### config.mk
export PLATFORM = sky130hd
export DESIGN_NAME = bomb_controller
export DESIGN_NICKNAME = d
export VERILOG_FILES = /design/src/rtl/board_pkg.sv /design/src/rtl/bomb_controller_tile_decode.sv /design/src/rtl/bomb_controller.sv
export SDC_FILE = /design/constraint.sdc
export NUM_CORES = 1
export LEC_CHECK = 0
export BUFFER_PORTS_ARGS = -buffer_cell sky130_fd_sc_hd__buf_2
export CAP_MARGIN = 10
export CORE_ASPECT_RATIO = 0.75
export CORE_MARGIN = 2
export CORE_UTILIZATION = 48
export DETAILED_ROUTE_END_ITERATION = 7
export PLACE_DENSITY = 0.77
export SYNTH_ARGS = -nofsm -noshare
export SYNTH_HDL_FRONTEND = slang
export SYNTH_HIERARCHICAL = 1
export SYNTH_SLANG_ARGS = --single-unit
### constraint.sdc
create_clock -name clk -period 2.5 [get_ports clk]
set_input_delay 0.25 -clock clk [delete_from_list [all_inputs] [get_ports clk]]
set_output_delay 0.25 -clock clk [all_outputs]
set_load 0.02 [all_outputs]
### src/rtl/board_pkg.sv
// Shared board definitions for the bomb controller and the board matrix stage.
// Contents:
//   - board geometry (origin in pixels, tile size, columns, rows)
//   - object codes stored in the board matrix
//   - bomb FSM state type
//   - within_radius(): magnitude test on a signed 6-bit tile difference
package board_pkg;

  localparam logic [10:0] X_MATRIX   = 11'h020;
  localparam logic [10:0] Y_MATRIX   = 11'h060;
  localparam int          TILE_ORDER = 5;
  localparam logic [4:0]  COLUMNS    = 5'd17;
  localparam logic [3:0]  ROWS       = 4'd11;

  // Board extent in pixels, measured from the board origin.
  localparam logic [10:0] BOARD_W = {6'd0, COLUMNS} << TILE_ORDER;
  localparam logic [10:0] BOARD_H = {7'd0, ROWS} << TILE_ORDER;

  typedef enum logic [2:0] {
    BG      = 3'd0,
    PERSIST = 3'd1,
    STURDY  = 3'd2,
    BRITTLE = 3'd3,
    MINE    = 3'd4
  } obj_code_t;

  typedef enum logic [1:0] {
    IDLE  = 2'd0,
    ARMED = 2'd1,
    BLAST = 2'd2
  } bomb_state_t;

  // True when |diff| <= radius, with diff read as two's complement.
  function automatic logic within_radius(input logic [5:0] diff, input logic [2:0] radius);
    logic [5:0] mag;
    mag = diff[5] ? (6'd0 - diff) : diff;
    return (mag <= {3'd0, radius});
  endfunction

endpackage

### src/rtl/bomb_controller_tile_decode.sv
// tile_decode: maps the current pixel to a board tile.
// Ports:
//   pixel_x_i, pixel_y_i  in  11  current pixel
//   on_board_o            out 1   pixel lies inside the board rectangle
//   tc_o                  out 5   tile column (valid when on_board_o)
//   tr_o                  out 4   tile row    (valid when on_board_o)
module tile_decode
  import board_pkg::*;
(
  input  logic [10:0] pixel_x_i,
  input  logic [10:0] pixel_y_i,
  output logic        on_board_o,
  output logic [4:0]  tc_o,
  output logic [3:0]  tr_o
);

  logic [10:0] rel_x_s;
  logic [10:0] rel_y_s;

  // Pixel offset from the board origin, range test and tile index.
  always_comb begin
    rel_x_s    = pixel_x_i - X_MATRIX;
    rel_y_s    = pixel_y_i - Y_MATRIX;
    // Left/top of the origin the subtraction wraps, so both bounds are tested explicitly.
    on_board_o = (pixel_x_i >= X_MATRIX) && (rel_x_s < BOARD_W) &&
                 (pixel_y_i >= Y_MATRIX) && (rel_y_s < BOARD_H);
    tc_o       = rel_x_s[TILE_ORDER +: 5];
    tr_o       = rel_y_s[TILE_ORDER +: 4];
  end

endmodule

### src/rtl/bomb_controller.sv
// bomb_controller: owns the player's single bomb (drop, fuse, blast).
// Ports:
//   clk, rst_n             clock, asynchronous active-low reset
//   frame_tick             one-cycle pulse per video frame
//   drop_bomb              request to place the bomb at the player tile
//   player_col, player_row player tile
//   pixel_x, pixel_y       current pixel
//   explosion              pixel inside the active blast cross
//   bomb_dr                pixel inside the armed bomb tile
//   bomb_busy              bomb is armed or blasting
//   detonated              one-cycle pulse on the ARMED->BLAST transition
module bomb_controller
  import board_pkg::*;
#(
  parameter logic [7:0] FUSE_FRAMES  = 8'd120,
  parameter logic [7:0] BLAST_FRAMES = 8'd30,
  parameter logic [2:0] RADIUS       = 3'd2
) (
  input  logic        clk,
  input  logic        rst_n,
  input  logic        frame_tick,
  input  logic        drop_bomb,
  input  logic [4:0]  player_col,
  input  logic [3:0]  player_row,
  input  logic [10:0] pixel_x,
  input  logic [10:0] pixel_y,
  output logic        explosion,
  output logic        bomb_dr,
  output logic        bomb_busy,
  output logic        detonated
);

  bomb_state_t state_q, state_d;
  logic [7:0]  cnt_q, cnt_d;
  logic [4:0]  bomb_col_q, bomb_col_d;
  logic [3:0]  bomb_row_q, bomb_row_d;
  logic        det_q, det_d;

  logic        on_board_s;
  logic [4:0]  tc_s;
  logic [3:0]  tr_s;
  logic        tick_dec_s;
  logic [5:0]  dc_s;
  logic [5:0]  dr_s;

  tile_decode u_tile_decode (
    .pixel_x_i  (pixel_x),
    .pixel_y_i  (pixel_y),
    .on_board_o (on_board_s),
    .tc_o       (tc_s),
    .tr_o       (tr_s)
  );

  // State, frame counter, latched tile and detonation pulse registers.
  always_ff @(posedge clk or negedge rst_n) begin
    if (!rst_n) begin
      state_q    <= IDLE;
      cnt_q      <= 8'd0;
      bomb_col_q <= 5'd0;
      bomb_row_q <= 4'd0;
      det_q      <= 1'b0;
    end else begin
      state_q    <= state_d;
      cnt_q      <= cnt_d;
      bomb_col_q <= bomb_col_d;
      bomb_row_q <= bomb_row_d;
      det_q      <= det_d;
    end
  end

  // Next-state logic: accept drops, count ticks through fuse and blast.
  always_comb begin
    state_d    = state_q;
    cnt_d      = cnt_q;
    bomb_col_d = bomb_col_q;
    bomb_row_d = bomb_row_q;
    det_d      = 1'b0;
    // Counter only moves while nonzero so it can never wrap.
    tick_dec_s = frame_tick && (cnt_q != 8'd0);
    case (state_q)
      IDLE: begin
        // A tick in the accepting cycle is ignored: the counter is loaded, not decremented.
        if (drop_bomb && (player_col < COLUMNS) && (player_row < ROWS)) begin
          state_d    = ARMED;
          cnt_d      = FUSE_FRAMES;
          bomb_col_d = player_col;
          bomb_row_d = player_row;
        end else begin
          state_d    = IDLE;
        end
      end
      ARMED: begin
        if (tick_dec_s && (cnt_q == 8'd1)) begin
          state_d = BLAST;
          cnt_d   = BLAST_FRAMES;
          det_d   = 1'b1;
        end else if (tick_dec_s) begin
          cnt_d   = cnt_q - 8'd1;
        end else begin
          cnt_d   = cnt_q;
        end
      end
      BLAST: begin
        if (tick_dec_s && (cnt_q == 8'd1)) begin
          state_d = IDLE;
          cnt_d   = 8'd0;
        end else if (tick_dec_s) begin
          cnt_d   = cnt_q - 8'd1;
        end else begin
          cnt_d   = cnt_q;
        end
      end
      default: begin
        state_d = IDLE;
        cnt_d   = 8'd0;
      end
    endcase
  end

  // Per-pixel outputs; blast cross arms use signed 6-bit tile differences, clipped by on_board.
  always_comb begin
    dc_s      = {1'b0, tc_s} - {1'b0, bomb_col_q};
    dr_s      = {2'b00, tr_s} - {2'b00, bomb_row_q};
    bomb_busy = (state_q != IDLE);
    detonated = det_q;
    bomb_dr   = (state_q == ARMED) && on_board_s &&
                (tc_s == bomb_col_q) && (tr_s == bomb_row_q);
    explosion = (state_q == BLAST) && on_board_s &&
                (((tr_s == bomb_row_q) && within_radius(dc_s, RADIUS)) ||
                 ((tc_s == bomb_col_q) && within_radius(dr_s, RADIUS)));
  end

endmodule

==> reports/qor.txt <==
worst skew pair latency = 0.26 ns
DP HPWL = 3.81 mm
Clock Path Buffers = 2
EDFF count, synth = 0
final worst setup slack = -0.338 ns
Worst Path Arrival = 2.59 ns
# IOs = 39
Die ar. = 4610 um2
Placed Area = 2410 um2
Nets = 343
total track usage = 0.213
total power = 2.57 mW
Yosys warning count = 6
Seq/Total Area, Yosys = 0.256
worst-margin pin slew = 0.681 ns
max-cap viol count = 0
initial core utilization = 0.492
final setup vio count = 2
RD Place Congestion = 0.886
Setup Total Neg Slack = -0.433 ns
1st-iter DRT viols = 120
Pre-antenna DRT Iters = 4
RSZ-0062 raised after global routing = true
violated checks = setup timing
post-layout min period = 2.84 ns
GRT overflow = 0
crit path capture type = output port
H-tree Lvls = 1
fmax = 0.352 GHz
Post-synth top flop = dfrtp_1
Leakage = 1.21 nW
Final Max Slew Viols = 0
number of vias per cell = 5.55
DIE HEIGHT = 59.3 um
CTS Sinks = 20
final WL = 4.96 mm
first-pass GRT wire length = 7.73 mm
core area = 3980 um2
Avg Synthesized Cell Area = 8.78 um2
ys async rst share = 1.00
final hold viol count = 0
Relative slew margins = 0.541
P&R area growth vs syn = 31.6%
register bit total from synthesis = 20
Die X = 77.8 um
status = finished with violations
Worst Hold Class = in2reg
initial antenna violation count = 0
share of layout cells above drive strength 1 = 0.360
Critical Path Source Type = primary input
CTS clk-pin slew, worst paths = 0.07 ns
fin util = 0.648
total number of vias = 1908
detailed-route DRC error count = 0
Tcrit/Tclk final = 1.14
I/O Buffers = 33
combined area of all synthesized cells = 1960 um2
syn nets = 276
DR WL/cell = 14.4 um
Final Cell Area = 2580 um2
Post-Syn Instances = 223
PwrDens = 998 nW/um2
CTS tree = yes
Max IR drop VDD = 0.719 mV
Critical Path Fanout Max = 3
largest net degree at the start of global routing = 21
vias in the first global route = 1752
Yosys cell types = 61
n_diodes = 0
hold_ws = 0.225 ns
CTS root buf = clkbuf_8
CP required = 2.25 ns
clk_skew = 0.00291 ns
Core Rows = 20
Setup CP Type = in2out
Final ANT Viol Nets = 0
CTS buffer count = 3
## power breakdown
part           switching (mW)  total, mW  internal (mW)
sequential              0.156      0.613          0.458
clock                   0.111      0.251          0.140
combinational           0.886       1.71          0.821
## critical path: stages
cell and delay [ns]:
buf_2 0.10, inv_1 0.06, ha_1 0.27, inv_1 0.05, buf_4 0.12, ha_1 0.31
nor2b_2 0.19, o21a_1 0.17, nor3_2 0.06, mux4_2 0.48, o211ai_1 0.28, o31ai_4 0.12
buf_6 0.14
## cell usage in the layout (no fill, tap or decap), types with 5 or more instances in the layout
cell type,netlist,routed
a21oi_1,9,8
o21ai_0,5,5
buf_4,0,31
nand2_1,13,13
nor2_1,19,19
o21ai_1,12,10
dfrtp_1,20,20
mux2_4,5,5
buf_2,0,31
nor3_1,8,6
nor2b_1,8,7
inv_1,26,26
xnor2_1,7,6
ha_1,16,15
nand2b_1,5,5
## stage by stage
step                worst slack [ns]  std cells
detailed placement            -0.350        338
finish                        -0.338        344
floorplan                     0.0354        223
global route                  -0.414        344
CTS                           -0.340        343
global placement              -0.292        338
## metal layers
layer,share of wire,vias to the layer above,track usage
met5,0,-,0
met4,0.018,0,0.0255
met3,0.036,10,0.0396
met2,0.48,52,0.373
met1,0.46,909,0.285
li1,-,937,-
## cell type report
type | instances | area (um2)
fillers | 306 | 1400
clock buffers | 4 | 55.1
inverters | 26 | 97.6
repair buffers | 64 | 409
multi-input cells | 175 | 1450
well taps | 55 | 68.8
flip-flops and latches | 20 | 500
## state kept, by name, summed over array words and instances (netlist names)
register and flops:
detonated 1, cnt_q 8, bomb_row_q 4, state_q 2, bomb_col_q 5
## what timing repair did
| action | in CTS | in global routing |
|---|---|---|
| endpoints found under the hold margin | 20 | 0 |
| setup endpoints to repair | 2 | 2 |
| hold buffers | 1 | 0 |
| gates resized for setup | 4 | 15 |
| buffers inserted | 0 | 1 |
| pin swaps | 2 | 6 |
## worst paths after layout
| check | cells past startpoint | slack, ns | startpoint | end |
|---|---|---|---|---|
| setup / recovery | 13 | -0.34 | pixel_y[5] | explosion |
| hold / removal | 2 | 0.23 | player_row[0] | bomb_row_q[0] |
| setup reg to reg | 7 | 0.40 | cnt_q[0] | cnt_q[5] |
| hold reg to reg | 1 | 0.49 | cnt_q[7] | cnt_q[7] |
| max in group asynchronous | 2 | 1.70 | rst_n | cnt_q[0] |
| min in group asynchronous | 2 | 0.47 | rst_n | cnt_q[2] |
## logic make-up (layout without fill, tap and decap cells)
family / Yosys count / count (layout) / share of synthesized area
simple gates: 78 / 78 / 0.240
compound gates: 59 / 59 / 0.208
buf+inv: 28 / 94 / 0.0575
flops: 20 / 20 / 0.256
fa+ha+maj: 18 / 18 / 0.123
xor+xnor: 11 / 11 / 0.0492
mux: 9 / 9 / 0.0671
## cell usage after synthesis (3+ instances only)
library cell,number,area share
a21oi_1,9,0.023
inv_1,26,0.050
mux2_1,3,0.017
o21ai_0,5,0.013
o31ai_1,3,0.012
nor2b_1,8,0.026
o21ai_1,12,0.031
xnor2_1,7,0.031
nor2_1,19,0.036
nand2b_1,5,0.016
nand2_1,13,0.025
ha_1,16,0.10
nor3_1,8,0.020
xor2_1,4,0.018
a31oi_1,3,0.0096
dfrtp_1,20,0.26
a21o_1,3,0.012
mux2_4,5,0.038
(Power assumes the default switching activity.)
